$ cat src/rtl/mux4_pkg.sv
// Shared constants for the mux_4 block: select encodings and default data width.
package mux4_pkg;

  localparam logic [1:0] SEL_A = 2'd0;
  localparam logic [1:0] SEL_B = 2'd1;
  localparam logic [1:0] SEL_C = 2'd2;
  localparam logic [1:0] SEL_D = 2'd3;

  localparam int MUX4_DEFAULT_N = 8;

endpackage

$ cat src/rtl/mux_4_if.sv
// Bus bundle for mux_4: four data words, select/enable, and the combinational and registered results.
// Optional out_par signal exists only when MUX4_PARITY_EN is defined.
interface mux_4_if
  import mux4_pkg::*;
#(
  parameter int N = MUX4_DEFAULT_N
);

  logic [N-1:0] in_a;
  logic [N-1:0] in_b;
  logic [N-1:0] in_c;
  logic [N-1:0] in_d;
  logic [1:0]   sel;
  logic         en;
  logic [N-1:0] out;
  logic [N-1:0] out_q;
  logic [1:0]   sel_q;
  logic         valid_q;
  logic         sel_change;
`ifdef MUX4_PARITY_EN
  logic         out_par;
`endif

`ifdef MUX4_PARITY_EN
  modport master (
    output in_a, in_b, in_c, in_d, sel, en,
    input  out, out_q, sel_q, valid_q, sel_change, out_par
  );

  modport slave (
    input  in_a, in_b, in_c, in_d, sel, en,
    output out, out_q, sel_q, valid_q, sel_change, out_par
  );
`else
  modport master (
    output in_a, in_b, in_c, in_d, sel, en,
    input  out, out_q, sel_q, valid_q, sel_change
  );

  modport slave (
    input  in_a, in_b, in_c, in_d, sel, en,
    output out, out_q, sel_q, valid_q, sel_change
  );
`endif

endinterface

$ cat src/rtl/mux4_capture.sv
// Registered capture stage for mux_4: latches the selected word, its select, a valid flag and a select-change pulse.
// MUX4_PARITY_EN adds a registered even-parity bit of the captured word.
module mux4_capture
  import mux4_pkg::*;
#(
  parameter int N = MUX4_DEFAULT_N
) (
  input  logic         clk,
  input  logic         rst_n,
  input  logic         en,
  input  logic [1:0]   sel,
  input  logic [N-1:0] d,
  output logic [N-1:0] out_q,
  output logic [1:0]   sel_q,
  output logic         valid_q,
`ifdef MUX4_PARITY_EN
  output logic         out_par,
`endif
  output logic         sel_change
);

`ifdef MUX4_PARITY_EN
  function automatic logic even_parity(input logic [N-1:0] word);
    return ^word;
  endfunction
`endif

  // Capture on enable; the change pulse compares against the previous capture only once one exists.
  always_ff @(posedge clk or negedge rst_n) begin
    if (!rst_n) begin
      out_q      <= '0;
      sel_q      <= SEL_A;
      valid_q    <= 1'b0;
      sel_change <= 1'b0;
`ifdef MUX4_PARITY_EN
      out_par    <= 1'b0;
`endif
    end else if (en) begin
      out_q      <= d;
      sel_q      <= sel;
      valid_q    <= 1'b1;
      sel_change <= valid_q && (sel != sel_q);
`ifdef MUX4_PARITY_EN
      out_par    <= even_parity(d);
`endif
    end else begin
      sel_change <= 1'b0;
    end
  end

endmodule

$ cat src/rtl/mux_4.sv
// Parameterised 4:1 multiplexer: combinational select onto bus.out plus a registered capture stage.
// Define MUX4_PARITY_EN to add the registered out_par parity output.
module mux_4
  import mux4_pkg::*;
#(
  parameter int N = MUX4_DEFAULT_N
) (
  input  logic clk,
  input  logic rst_n,
  mux_4_if.slave bus
);

  logic [N-1:0] words [4];
  logic [N-1:0] sel_word;

  // Every 2-bit select code maps to a source, so indexing needs no fallback.
  assign words[SEL_A] = bus.in_a;
  assign words[SEL_B] = bus.in_b;
  assign words[SEL_C] = bus.in_c;
  assign words[SEL_D] = bus.in_d;
  assign sel_word     = words[bus.sel];
  assign bus.out      = sel_word;

  mux4_capture #(
    .N (N)
  ) u_capture (
    .clk        (clk),
    .rst_n      (rst_n),
    .en         (bus.en),
    .sel        (bus.sel),
    .d          (sel_word),
    .out_q      (bus.out_q),
    .sel_q      (bus.sel_q),
    .valid_q    (bus.valid_q),
`ifdef MUX4_PARITY_EN
    .out_par    (bus.out_par),
`endif
    .sel_change (bus.sel_change)
  );

endmodule

$ cat src/flat_wrapper.sv
// flat-port wrapper written by rule: the top's interface ports become plain ports
module mux_4_flat import mux4_pkg::*;
#(
  parameter int N = MUX4_DEFAULT_N
)
  (clk, rst_n, bus_in_a, bus_in_b, bus_in_c, bus_in_d, bus_sel, bus_en, bus_out, bus_out_q, bus_sel_q, bus_valid_q, bus_sel_change);
  mux_4_if #(.N(N)) bus_i ();
  input  logic clk;
  input  logic rst_n;
  input wire logic [$bits(bus_i.in_a)-1:0] bus_in_a;
  input wire logic [$bits(bus_i.in_b)-1:0] bus_in_b;
  input wire logic [$bits(bus_i.in_c)-1:0] bus_in_c;
  input wire logic [$bits(bus_i.in_d)-1:0] bus_in_d;
  input wire logic [$bits(bus_i.sel)-1:0] bus_sel;
  input wire logic [$bits(bus_i.en)-1:0] bus_en;
  output wire logic [$bits(bus_i.out)-1:0] bus_out;
  output wire logic [$bits(bus_i.out_q)-1:0] bus_out_q;
  output wire logic [$bits(bus_i.sel_q)-1:0] bus_sel_q;
  output wire logic [$bits(bus_i.valid_q)-1:0] bus_valid_q;
  output wire logic [$bits(bus_i.sel_change)-1:0] bus_sel_change;
  assign bus_i.in_a = bus_in_a;
  assign bus_i.in_b = bus_in_b;
  assign bus_i.in_c = bus_in_c;
  assign bus_i.in_d = bus_in_d;
  assign bus_i.sel = bus_sel;
  assign bus_i.en = bus_en;
  assign bus_out = bus_i.out;
  assign bus_out_q = bus_i.out_q;
  assign bus_sel_q = bus_i.sel_q;
  assign bus_valid_q = bus_i.valid_q;
  assign bus_sel_change = bus_i.sel_change;
  mux_4 #(.N(N)) u_core (.clk(clk), .rst_n(rst_n), .bus(bus_i));
endmodule
$ cat config.mk
export PLATFORM = sky130hd
export DESIGN_NAME = mux_4_flat
export DESIGN_NICKNAME = d
export VERILOG_FILES = /design/src/rtl/mux4_pkg.sv /design/src/rtl/mux_4_if.sv /design/src/rtl/mux4_capture.sv /design/src/rtl/mux_4.sv /design/src/flat_wrapper.sv
export SDC_FILE = /design/constraint.sdc
export NUM_CORES = 1
export LEC_CHECK = 0
export CAP_MARGIN = 40
export CORE_ASPECT_RATIO = 1.25
export CORE_MARGIN = 8
export CORE_UTILIZATION = 33
export CTS_BUF_LIST = sky130_fd_sc_hd__clkbuf_8 sky130_fd_sc_hd__clkbuf_16
export CTS_CLUSTER_SIZE = 10
export DETAILED_ROUTE_END_ITERATION = 10
export PLACE_DENSITY = 0.88
export SETUP_SLACK_MARGIN = 0.5
export SYNTH_ARGS = -nofsm -noshare
export SYNTH_HDL_FRONTEND = slang
export SYNTH_SLANG_ARGS = --single-unit
$ cat constraint.sdc
create_clock -name clk -period 1.1 [get_ports clk]
set_clock_uncertainty 0.1 [all_clocks]
set_input_delay 0.165 -clock clk [delete_from_list [all_inputs] [get_ports clk]]
set_output_delay 0.165 -clock clk [all_outputs]
set_load 0.01 [all_outputs]
==> reports/metrics.cfg, run 1 <==
[run_status]
status = stopped before the end
lastStage = global routing (5_1_grt)
first-error = [ERROR DPL-0033] detailed placement checks failed during check placement.

[yosys]
syn_inst = 67
syn_avg_cell_area_um2 = 11.50
synth-seq-area-share = 0.3896
ys_ff_latch = 12
synthSimpleGateAreaFrac = 0.09091
synth_compound_area_frac = 0.1039
synthMuxAreaShare = 0.3263
syn-num-nets = 104
yosysWarnings = 0
syn_area_um2 = 770.7
synth-adder-area-share = 0
ys_types = 16
synth_top_family_by_area = multiplexers
synth-xor-area-share = 0.02273

[floorplanning]
start_util = 0.3486
row_count = 19
die_y_um = 70.03
die_w_um = 59.23
io_pins = 57

[cts]
cts_buffer_depth = 2
htree_levels = 1
root_buffer = clkbuf_8
cts.sinks = 12
numCtsBuffers = 3
cts_hold_buf = 0

[placement]
gp_congestion = 0.7000
portBuffers = 56
hpwlAfterDp_mm = 2.424
dp.cells = 175
place_area_um2 = 1553

[global_routing]
grt_max_degree = 13
grt_antenna_before_repair = 2

[sta]
worstEpCategory = top-level output
postGrtWorstEndpoint = bus_out[7]

[cells in the mapped netlist]
| cell type | count | area, um2 |
|---|---|---|
| nand2b_1 | 9 | 56.30 |
| buf_2 | 1 | 5.000 |
| a21oi_1 | 1 | 5.000 |
| buf_4 | 1 | 7.510 |
| inv_1 | 1 | 3.750 |
| o221ai_1 | 8 | 70.07 |
| buf_12 | 1 | 20.02 |
| buf_1 | 1 | 3.750 |
| o21ai_0 | 1 | 5.000 |
| mux2_2 | 1 | 11.26 |
| nand2_1 | 2 | 7.510 |
| or2_2 | 1 | 6.260 |
| xnor2_1 | 2 | 17.52 |
| buf_6 | 1 | 11.26 |
| mux2i_1 | 24 | 240.2 |
| dfrtp_1 | 12 | 300.3 |
[metrics by stage]
stage | worst slack, ps | utilization | TNS [ps]
2_1_floorplan | 55.37 | - | 0
3_3_place_gp | -870.3 | 0.7023 | -12070
4_1_cts | -81.34 | 0.8506 | -373.0
3_5_place_dp | -922.1 | 0.7023 | -12760
[kinds of logic after synthesis]
logic type      Yosys count
compound gates           10
mux                      25
simple gates             12
flops                    12
buf+inv                   6
xor+xnor                  2
[repair_timing]
item | 4_1_cts
pin swaps | 4
gates cloned | 2
resized for setup | 173
endpoints found under the setup margin | 32
buffers inserted | 20
==> run 2: changes to the inputs <==
- CORE_ASPECT_RATIO: 1.25 -> unset
- CORE_UTILIZATION: 33 -> 20
- CTS_BUF_LIST: sky130_fd_sc_hd__clkbuf_8 sky130_fd_sc_hd__clkbuf_16 -> unset
- CTS_CLUSTER_SIZE: 10 -> unset
- PLACE_DENSITY: 0.88 -> unset
- PLACE_DENSITY_LB_ADDON: unset -> 0.15
- SETUP_SLACK_MARGIN: 0.5 -> unset
==> run 2 against run 1 <==
The flow now finishes, with violations (negative setup slack). Synthesized area is the same. Synthesized cell count unchanged.
==> reports/metrics.cfg, run 2 <==
[worst_setup_path]
critPathLaunchType = input pin
required_ps = 830
worst-path-max-fanout = 5
crit_arrival_ps = 990
cp-end-kind = primary output
reg2regPathDepth = 2
critPathKind = input pin to primary output

[global_routing]
top_usage_layer = met2
track_usage = 0.1156
grt_pass1_vias = 1086
grt_pass1_wl_mm = 5.644
met2_usage = 0.1955
grt_max_degree = 13
use_met3 = 0.04442
grt_use_met1 = 0.1339
grt_overflow = 0
grt_antenna_before_repair = 0

[yosys]
syn_avg_cell_area_um2 = 11.50
yosys-top-cells-count = 24 x mux2i_1, 12 x dfrtp_1, 9 x nand2b_1
syn_area_um2 = 770.7
synth-seq-area-share = 0.3896
ys_types = 16
yosysMostFrequentCell = mux2i_1
synth.area.top_cells = dfrtp_1 39%, mux2i_1 31%, o221ai_1 9.1%
async_flop_share = 1.000
ys_ff_latch = 12
yosysWarnings = 0
syn_inst = 67
synth_edf_count = 0
ys.flop_type = dfrtp_1
syn-num-nets = 104
synth_top_cell_by_area = dfrtp_1
netlist.area_leader.share = 0.3896

[drt]
route.detailed.wl_per_inst_um = 15.96
wl_mm = 3.512
vias = 941
firstDrtPassIters = 2
vias_per_cell = 4.277
drtIter0Drc = 16
drc_errors = 0
antenna_left = 0

[cts]
clk_latency_ps = 240
root_buffer = clkbuf_8
numCtsBuffers = 3
cts.sinks = 12
clk_pin_slew_ps = 50
tritoncts = done
cts_buffer_depth = 2
htree_levels = 1
cts_hold_buf = 0

[sta]
rsz0062_at_grt = true
timing.slew.headroom = 0.7696
maxSlewViolCount = 0
fmax_ghz = 0.7948
hold_slack_ps = 129.0
finalHoldViolCount = 0
worst_pin_slew_ps = 345.5
min_period_ps = 1258
fin_ws_ps = -158.2
setup_viol = 10
finalCritPeriodShare = 1.144
setup-tns-final_ps = -832.6

[power]
p_leak_uw = 0.0009679
peakVddDrop_mv = 0.7623
power.density_nw_per_um2 = 914.9
power_uw = 1719

[run_status]
status = finished, violations left
violations = negative setup slack

[final_layout]
final_cell_mix = 40 x buf_4, 24 x dlygate4sd2_1, 21 x buf_2, 12 x dfrtp_1, 11 x mux2i_1
layout_commonest_cell = buf_4
largest_reg_flops = 8
n_antenna_cell = 0
nets = 210
reg_top3 = u_core.u_capture.out_q x8, u_core.u_capture.sel_q x2
drive_above_1_share = 0.5640
regMostFlops = u_core.u_capture.out_q
area_growth_pct = 143.8
final_cells = 220

[placement]
place_ws_ps = -916.9
portBuffers = 56
hpwlAfterDp_mm = 2.291
dp.cells = 193
gp_congestion = 0.7128

[floorplanning]
die_y_um = 78.08
die-area_um2 = 6096
io_pins = 57
start_util = 0.2090
die_w_um = 78.08
core_area_um2 = 3689
row_count = 22

[hold_path]
hold_class = input pin to async pin

[job]
cap_viol_max_count = 0

-- run 2: cell counts after synthesis --
Identical to the previous run, type by type.
-- run 2: per-stage QoR --
stage	utilization	instance area, um2
2_1_floorplan	-	770.7
5_1_grt	0.5095	1879
3_5_place_dp	0.4261	1572
6_report	0.5095	1879
4_1_cts	0.5051	1863
3_3_place_gp	0.4261	1572
-- run 2: final cells by class --
cell class	instances	area [um2]
multi-input cells	49	536.8
repair buffers	106	923.4
clock buffers	4	55.05
flip-flops and latches	12	300.3
fillers	360	1809
well taps	48	60.06
inverters	1	3.754
-- run 2: what timing repair did --
| item | CTS | global route |
|---|---|---|
| setup endpoints to repair | 31 | 17 |
| resized for setup | 139 | 17 |
| endpoints found under the hold margin | 0 | 0 |
| pin swaps | 0 | 1 |
| gates cloned | 1 | 0 |
| buffers inserted | 23 | 0 |
-- run 2: path summary, 6_finish.rpt --
check                                          startpoint                   endpoint  slack (ps)
worst max-delay path                           bus_sel[1]                 bus_out[3]        -160
worst min-delay path                                rst_n  u_core.u_capture.out_q[4]         130
worst max register to register   u_core.u_capture.valid_q   u_core.u_capture.valid_q         100
worst min register to register  u_core.u_capture.out_q[3]  u_core.u_capture.out_q[3]         400
max in group asynchronous                           rst_n  u_core.u_capture.out_q[3]         610
min in group clk                              bus_in_d[3]  u_core.u_capture.out_q[3]         290
-- run 2: power by group --
group	internal (uW)	switching, uW
combinational	434	283
clock	317	172
sequential	490	23.9
total	1240	479
-- run 2: metal layers --
metal | part of all wire | routed length (um)
met1 | 0.43 | 1500
met2 | 0.49 | 1712
met3 | 0.080 | 280
met4 | 0.0054 | 19
met5 | 0 | 0
-- run 2: logic make-up (layout without fill, tap and decap cells) --
family                 after synthesis  count (layout)  synth area share
XOR/XNOR                             2               2           0.02273
multiplexers                        25              25            0.3263
AND/OR/NAND/NOR                     12              12           0.09091
AO/OA/AOI/OAI                       10              10            0.1039
flip-flops                          12              12            0.3896
buffers and inverters                6             111           0.06655
-- run 2: worst max-delay path, cell delays in order --
cell	delay (ps)
buf_8	110
buf_12	130
buf_8	120
mux2i_4	170
mux2i_1	130
buf_2	160
Power figures use the tool's default switching activity.
==> run 3: changes to the inputs <==
==> constraint.sdc (replaced) <==
create_clock -name clk -period 1.1 [get_ports clk]
set_clock_uncertainty 0.1 [all_clocks]
set_input_delay 0.11 -clock clk [delete_from_list [all_inputs] [get_ports clk]]
set_output_delay 0.11 -clock clk [all_outputs]
set_load 0.01 [all_outputs]
==> run 3 against run 2 <==
The run still ends with negative setup slack left. Worst setup slack gained 88 ps. Design area down 2.5%. Fmax grew 7.5%. Highest routed layer unchanged. Routed wire length decreased by 0.60%. Sequential power grew 0.8%. Sequential share of layout area increased by 0.41 points. Largest power group unchanged. Critical path type unchanged. Register-to-register slack about the same. First-iteration DRC count grew 100%.
==> reports/metrics.cfg, run 3 (synthesis results as in run 2) <==
[worst_setup_path]
required_ps = 890
critPathKind = input pin to primary output
crit_slowest_cell = mux2i_1
worst-path-buf-inv = 4
slowest_delay_ps = 180
critPathLaunchType = input pin
crit_arrival_ps = 960
worst-path-max-fanout = 6
cp-end-kind = primary output
cp_cell_sequence = buf_8 > buf_16 > buf_6 > mux2i_2 > mux2i_1 > buf_2
crit_family = buffers and inverters

[final_layout]
final_cell_mix = 43 x buf_4, 33 x dlygate4sd2_1, 12 x mux2i_1, 12 x dfrtp_1
regMostFlops = u_core.u_capture.out_q
multi_input_area_um2 = 484.2
seqCellArea_um2 = 300.3
reg_top3 = u_core.u_capture.out_q x8, u_core.u_capture.sel_q x2
area_growth_pct = 137.7
final_cells = 222
largest_reg_flops = 8
n_antenna_cell = 0
nets = 212
layout_commonest_cell = buf_4
final_area_um2 = 1832
drive_above_1_share = 0.5000
nFillCells = 367

[drt]
wl_mm = 3.491
vias = 941
drc_errors = 0
drtIter0Drc = 32
route.detailed.wl_per_inst_um = 15.73
vias_per_cell = 4.239
firstDrtPassIters = 5
antenna_left = 0

[sta]
timing.slew.headroom = 0.7780
maxSlewViolCount = 0
worst_pin_slew_ps = 333.0
rsz0062_at_grt = true
setup_viol = 6
setup-tns-final_ps = -139.1
fmax_ghz = 0.8543
finalCritPeriodShare = 1.064
min_period_ps = 1171
fin_ws_ps = -70.57
finalHoldViolCount = 0
hold_slack_ps = 59.03

[job]
cap_viol_max_count = 0

[power]
peakVddDrop_mv = 0.8395
power_uw = 1689
p_leak_uw = 0.0009114
power.density_nw_per_um2 = 922.0

[run_status]
status = finished, violations left
violations = negative setup slack

[floorplanning]
io_pins = 57
row_count = 22
die-area_um2 = 6096
start_util = 0.2090
core_area_um2 = 3689
die_y_um = 78.08
die_w_um = 78.08

[cts]
htree_levels = 1
clk_latency_ps = 240
clk_pin_slew_ps = 50
root_buffer = clkbuf_8
tritoncts = done
cts_buffer_depth = 2
cts.sinks = 12
numCtsBuffers = 3

[placement]
place_area_um2 = 1564
portBuffers = 56
hpwlAfterDp_mm = 2.314
dp.cells = 192
gp_congestion = 0.7105

[global_routing]
grt_antenna_before_repair = 0
grt_overflow = 0
track_usage = 0.1135
grt_pass1_wl_mm = 5.513
grt_max_degree = 13
grt_pass1_vias = 1091

[hold_path]
hold_class = input pin to async pin

run 3: cell types whose count changed in the layout (fill, tap and decap cells not counted), sizes merged:
| cell | change |
|---|---|
| buf | -9 |
| dlygate4sd2 | +9 |
| dlymetal6s2s | -8 |
| clkbuf | +5 |
| clkdlybuf4s15 | +5 |
run 3: path summary, 6_finish.rpt:
| path | cells after the start | slack, ps | to | start |
|---|---|---|---|---|
| hold / removal | 2 | 60 | u_core.u_capture.sel_q[1] | rst_n |
| min in group clk | 5 | 360 | u_core.u_capture.sel_q[1] | bus_sel[1] |
| hold reg to reg | 2 | 400 | u_core.u_capture.out_q[3] | u_core.u_capture.out_q[3] |
| setup / recovery | 6 | -70 | bus_out[6] | bus_sel[1] |
| setup reg to reg | 2 | 90 | u_core.u_capture.sel_q[1] | u_core.u_capture.sel_q[1] |
| max in group asynchronous | 2 | 690 | u_core.u_capture.out_q[3] | rst_n |
run 3: metal layers:
metal | GRT usage | wire length [um] | part of all wire | vias to the layer above
li1 | - | - | - | 462
met1 | 0.1294 | 1538 | 0.44 | 439
met2 | 0.1930 | 1648 | 0.47 | 38
met3 | 0.04556 | 287 | 0.082 | 2
met4 | 0.02778 | 17 | 0.0049 | 0
met5 | 0 | 0 | 0 | -
run 3: where the power goes:
group | total, uW | leakage [uW] | internal, uW | switching [uW]
logic | 690 | 0.000740 | 422 | 268
registers | 518 | 0.000143 | 490 | 27.7
clock network | 481 | 0.0000288 | 316 | 165
total | 1690 | 0.000911 | 1230 | 460
run 3: timing repair:
item / in CTS / in global routing
setup buffers: 24 / 0
cloned: 2 / 0
setup endpoints to repair: 31 / 13
hold buffers: 0 / 0
resized for setup: 117 / 11
pin swaps: 0 / 0
run 3: final cells by class:
type	instances	area share
multi-input combinational	49	0.2643
clock buffer	4	0.03005
tap	48	0.03279
timing repair buffer	108	0.5068
sequential	12	0.1639
inverter	1	0.002049
run 3: metrics by stage:
stage          worst slack (ps)    util
3_5_place_dp             -809.6  0.4240
3_3_place_gp             -780.2  0.4240
5_1_grt                  -101.4  0.4966
4_1_cts                  -24.90  0.4986
2_1_floorplan             151.2       -
6_report                 -70.57  0.4966
==> run 4: changes to the inputs <==
- CORE_AREA: unset -> 8 8 69 71
- CORE_MARGIN: 8 -> unset
- CORE_UTILIZATION: 20 -> unset
- DIE_AREA: unset -> 0 0 77 79
==> run 4 against run 3 <==
The run now ends clean. Via count down 2.9%. Design area down 3.5%. Routed wire length down 7.6%. Sequential share of layout area up 0.59 points.
==> reports/metrics.cfg, run 4 (synthesis results as in run 2) <==
[final_layout]
n_antenna_cell = 0
reg_top3 = u_core.u_capture.out_q x8, u_core.u_capture.sel_q x2
regMostFlops = u_core.u_capture.out_q
nets = 207
largest_reg_flops = 8
layout_commonest_cell = buf_4
drive_above_1_share = 0.4615
final_cell_mix = 42 x buf_4, 33 x dlygate4sd2_1, 13 x mux2i_1, 12 x dfrtp_1
area_growth_pct = 129.4
final_cells = 219

[worst_setup_path]
worst-path-buf-inv = 1
cp_cell_sequence = clkdlybuf4s15_1
cp-end-kind = primary output
required_ps = 890
critPathLaunchType = register
crit_family = flip-flops
crit_slowest_cell = dfrtp_1
worst-path-max-fanout = 2
crit_arrival_ps = 860
critPathKind = register to primary output
slowest_delay_ps = 370

[sta]
setup_viol = 0
rsz0062_at_grt = true
maxSlewViolCount = 0
min_period_ps = 1065
fmax_ghz = 0.9389
timing.slew.headroom = 0.8629
worst_pin_slew_ps = 199.9
finalCritPeriodShare = 0.9683
fin_ws_ps = 34.90
finalHoldViolCount = 0

[power]
peakVddDrop_mv = 0.8552
power.density_nw_per_um2 = 930.2
p_leak_uw = 0.0008697

[placement]
hpwlAfterDp_mm = 2.433
gp_congestion = 0.7423
place_ws_ps = -799.1
dp.cells = 197
portBuffers = 56

[drt]
met2_length_mm = 1.785
wl_met1_mm = 1.255
vias = 914
route.detailed.wl_per_inst_um = 14.73
wl_met3_um = 150
vias_per_cell = 4.174
top_layer_used = met4
firstDrtPassIters = 4
wl_mm = 3.225
drtIter0Drc = 7
antenna_left = 0
drc_errors = 0

[floorplanning]
row_count = 23
die-area_um2 = 6083
io_pins = 57
core_area_um2 = 3799
start_util = 0.2029
die_w_um = 77
die_y_um = 79

[run_status]
status = finished clean

[cts]
clk_latency_ps = 240
cts.sinks = 12
htree_levels = 1
tritoncts = done
root_buffer = clkbuf_8
clk_pin_slew_ps = 50
numCtsBuffers = 3
cts_buffer_depth = 2

[global_routing]
track_usage = 0.1079
grt_pass1_vias = 1087
grt_max_degree = 13
grt_antenna_before_repair = 0
grt_overflow = 0
grt_pass1_wl_mm = 5.306

[job]
cap_viol_max_count = 0

[hold_path]
hold_class = input pin to async pin

==> run 4: cell count changes in the layout (fill, tap and decap cells not counted), sizes merged <==
cell and delta:
clkdlybuf4s15 +3, buf -5, bufbuf -1, clkbuf -2
==> run 4: repair_timing <==
item,in CTS,in global routing
cloned,1,0
resized for setup,113,9
endpoints found under the setup margin,30,14
setup buffers,16,1
endpoints found under the hold margin,0,0
hold buffers,0,0
==> run 4: final timing paths <==
path                       cells past startpoint                       from                         to  slack (ps)
setup / recovery                               1  u_core.u_capture.out_q[0]               bus_out_q[0]          30
hold / removal                                 2                      rst_n  u_core.u_capture.out_q[1]          70
setup reg to reg                               2  u_core.u_capture.sel_q[1]  u_core.u_capture.sel_q[1]          90
hold reg to reg                                2  u_core.u_capture.out_q[2]  u_core.u_capture.out_q[2]         390
max in group asynchronous                      2                      rst_n  u_core.u_capture.sel_q[1]         690
min in group clk                               3                 bus_sel[1]  u_core.u_capture.sel_q[1]         170
==> run 4: power by group <==
part           total, uW  internal, uW  switching [uW]
logic                663           404             258
registers            515           490            24.3
clock network        467           315             152
==> run 4: per-layer routing <==
layer	track usage	vias to the layer above
li1	-	451
met1	0.1097	438
met2	0.2022	21
met3	0.03160	4
met4	0.04528	0
met5	0	-
==> run 4: through the flow <==
step / utilization / instance area (um2) / hold WS (ps) / TNS [ps] / total power (uW)
CTS: 0.4618 / 1754 / 66.90 / 0 / 1660
floorplan: - / 770.7 / -285.6 / 0 / 731.7
detailed placement: 0.4150 / 1577 / 325.8 / -11350 / 1164
global placement: 0.4150 / 1577 / 326.4 / -11280 / 1161
global route: 0.4654 / 1768 / 90.70 / -1.751 / 1743
finish: 0.4654 / 1768 / 65.16 / 0 / 1644
==> run 4: area by class of cell <==
type,instances,area [um2]
clock buffers,4,55.05
well taps,50,62.56
flip-flops and latches,12,300.3
repair buffers,103,865.8
multi-input cells,49,480.5
fillers,390,2031
inverters,1,3.754
==> edit 1, RTL diff (settings of run 2) <==
Change the package constant `MUX4_DEFAULT_N` from 8 to 16.
--- a/src/rtl/mux4_pkg.sv
+++ b/src/rtl/mux4_pkg.sv
@@ -7,5 +7,5 @@
   localparam logic [1:0] SEL_D = 2'd3;
 
-  localparam int MUX4_DEFAULT_N = 8;
+  localparam int MUX4_DEFAULT_N = 16;
 
 endpackage
Ports: changed (6 resized); port bits go from 57 to 105. No check against the original RTL was run, so the function may have changed too.
==> edit 1 against run 2 <==
- the run still ends with setup timing left
- core utilization down 3.0 points
- first-iteration DRC count increased by 110%
- routed wire length increased by 80%
- worst setup slack better by 0.039 ns
- sequential cell count is 8 higher
- power increased by 60%
- critical endpoint is now bus_out[11]
- area after synthesis increased by 91%
- cell area rose by 83%
==> edit 1: results (changes against run 2) <==
outcome: "finished, violations left"  # unchanged
failed_checks: "setup timing"  # unchanged
layout_setup_ws_ns: -0.119  # was -0.158 ns
dp_cells: 366  # was 193
seq_area_share_pct: 14.5  # was 16.0%
ys_seq_area_share_pct: 34.0  # was 39.0%
hpwl_um: 4410  # was 2290 um
fillCellCount: 700  # was 360
rr_worst_depth: 3  # was 2
relSlewSlack_pct: 85.4  # was 77.0%
slowest_delay_ns: 0.27  # was 0.17 ns
finalNetCount: 392  # was 210
vias: 1739  # was 941
use_met1_pct: 14.6  # was 13.4%
drive_above_1_share_pct: 58.9  # was 56.4%
multi_input_area_um2: 1050  # was 537 um2
synthCells: 121  # was 67
grt_pass1_wl_um: 10100  # was 5640 um
synth_top_area_share_pct: 34.0  # was 39.0%
setup_viol: 18  # was 10
wire_per_inst_um: 15.1  # was 16.0 um
num-multi-input-gates: 89  # was 49
route.met3.wl_um: 542  # was 280 um
core_area_um2: 7180  # was 3690 um2
pre_cts_ws_ns: -0.851  # was -0.917 ns
nClkBuffers: 3  # was 4
ys_types: 20  # was 16
syn_to_final_growth_pct: 134  # was 144%
crit_fanout: 8  # was 5
p_leak_uw: 0.00167  # was 0.000968 uW
first_pass_iters: 4  # was 2
use_met3_pct: 4.50  # was 4.44%
buffers: 208  # was 106
cts_resized: 244  # was 139
-- edit 1: cell count changes in the layout (fill, tap and decap cells not counted), sizes merged --
cell,change
buf,+71
dlygate4sd2,+41
mux2i,+24
dfrtp,+8
dlymetal6s2s,-8
nand2b,+8
o221ai,+8
bufbuf,-1
clkbuf,-1
clkdlybuf4s15,-1
-- edit 1: cells by family after synthesis --
| group | synth area share, % |
|---|---|
| XOR/XNOR | 1.19 |
| AND/OR/NAND/NOR | 8.84 |
| AO/OA/AOI/OAI | 14.4 |
| multiplexers | 33.4 |
| buffers and inverters | 8.16 |
| flip-flops | 34.0 |
-- edit 1: power by group through the flow --
stage / clock, uW / sequential, uW / combinational [uW]
after floorplan: 0 / 921 / 407
after global placement: 0 / 875 / 1270
after detailed placement: 0 / 877 / 1270
after CTS: 520 / 861 / 1330
after global routing: 543 / 873 / 1500
final: 494 / 861 / 1390
-- edit 1: worst max-delay path, delay by kind of cell --
kind | cells | cell delay (ns)
buf+inv | 3 | 0.42
mux | 2 | 0.36
==> edit 2, RTL diff (flow settings as in run 2) <==
Made on the original files. Reset style: synchronous (`rst_n`), changed in one clocked block.
--- a/src/rtl/mux4_capture.sv
+++ b/src/rtl/mux4_capture.sv
@@ -27,5 +27,5 @@
 
   // Capture on enable; the change pulse compares against the previous capture only once one exists.
-  always_ff @(posedge clk or negedge rst_n) begin
+  always_ff @(posedge clk) begin
     if (!rst_n) begin
       out_q      <= '0;
Behaviour: differs if rst_n is asserted again (counterexample within 4 cycles, from zero or initial values and one cycle with rst_n low); with rst_n held inactive, the same outputs for 10 cycles.
==> edit 2 against run 2 <==
- the flow still finishes with violations (setup timing)
- area after synthesis down 3.4%
- cell area up 1.0%
- worst setup slack better by 0.097 ns
- register-to-register slack better by 0.11 ns
- routed wire length up 0.63%
- power down 3.7%
- sequential cell count unchanged
- largest power group unchanged
==> edit 2: results (changes against run 2) <==
grt_max_degree: 9  # was 13
hold_class: "input pin to flip-flop"  # was input pin to asynchronous set/reset pin
drive_above_1_share_pct: 56.8  # was 56.4%
synth_area_leaders: "mux2i_1 35%, dfxtp_1 32%, o221ai_1 9.4%"  # was dfrtp_1 39%, mux2i_1 31%, o221ai_1 9.1%
hpwl_um: 2490  # was 2290 um
failed_checks: "setup timing"  # unchanged
place_congestion: 0.712  # was 0.713
outcome: "finished, violations left"  # unchanged
reg2reg_from: "u_core.u_capture.sel_q[0]$_SDFFE_PN0P_"  # was u_core.u_capture.valid_q$_DFFE_PN0P_
cp-startpoint: "bus_sel[0]"  # was bus_sel[1]
layout_setup_ws_ns: -0.0608  # was -0.158 ns
synth_common_cells: "26 x mux2i_1, 12 x dfxtp_1, 9 x nand3b_1"  # was 24 x mux2i_1, 12 x dfrtp_1, 9 x nand2b_1
dpl_cell_area_um2: 1570  # about the same
setup_viol: 8  # was 10
routed_wl_um: 3530  # was 3510 um
vias: 982  # was 941
relSlewSlack_pct: 87.4  # was 77.0%
first_pass_iters: 3  # was 2
slowest_delay_ns: 0.24  # was 0.17 ns
ys_seq_area_share_pct: 32.3  # was 39.0%
ys_types: 14  # was 16
track_usage_pct: 11.8  # was 11.6%
synth-main-ff-cell: "dfxtp_1"  # was dfrtp_1
irDropWorstVdd_v: 0.000720  # was 0.000762 V
crit_fanout: 6  # was 5
pre_cts_ws_ns: -0.955  # was -0.917 ns
drt_iter0_markers: 27  # was 16
[edit 2: final timing paths]
| path | endpoint | slack (ns) | depth (start not counted) |
|---|---|---|---|
| worst max-delay path | bus_out[6] | -0.06 | 5 |
| worst min-delay path | u_core.u_capture.sel_change$_SDFF_PN0_ | 0.39 | 5 |
| worst max register to register | u_core.u_capture.sel_change$_SDFF_PN0_ | 0.21 | 3 |
| worst min register to register | u_core.u_capture.out_q[4]$_SDFFE_PN0P_ | 0.39 | 2 |
[edit 2: metal layers]
metal | wire, um | vias to the layer above | global-route usage [%]
li1 | - | 495 | -
met1 | 1480 | 456 | 12.8
met2 | 1870 | 31 | 22.3
met3 | 188 | 0 | 4.08
met4 | 0 | 0 | 0.189
met5 | 0 | - | 0
[edit 2: report_power, final]
group          switching [uW]  internal [uW]
clock                     165            316
combinational             259            433
sequential               16.3            467
total                     440           1220
[edit 2: area by class of cell]
class / count / share of cell area (%)
Multi-Input combinational cell: 51 / 30.7
Tap cell: 48 / 3.16
Clock buffer: 4 / 2.90
Timing Repair Buffer: 116 / 50.6
Sequential cell: 12 / 12.7
[edit 2: timing repair]
item / 4_1_cts / 5_1_grt
gates cloned: 2 / 0
pin swaps: 1 / 0
endpoints found under the setup margin: 31 / 20
resized for setup: 128 / 20
buffers inserted: 25 / 2
[edit 2: critical path: cells and delay by family]
kind | cells | cell delay (ns)
mux | 2 | 0.35
buf+inv | 3 | 0.38
[edit 2: kinds of logic after synthesis]
| group | synth area share, % |
|---|---|
| muxes | 35.0 |
| xor gates and xnor gates | 2.35 |
| and+or+nand+nor | 12.1 |
| AOI/OAI and AO/OA | 11.1 |
| buffers and inverters | 7.23 |
| DFF | 32.3 |
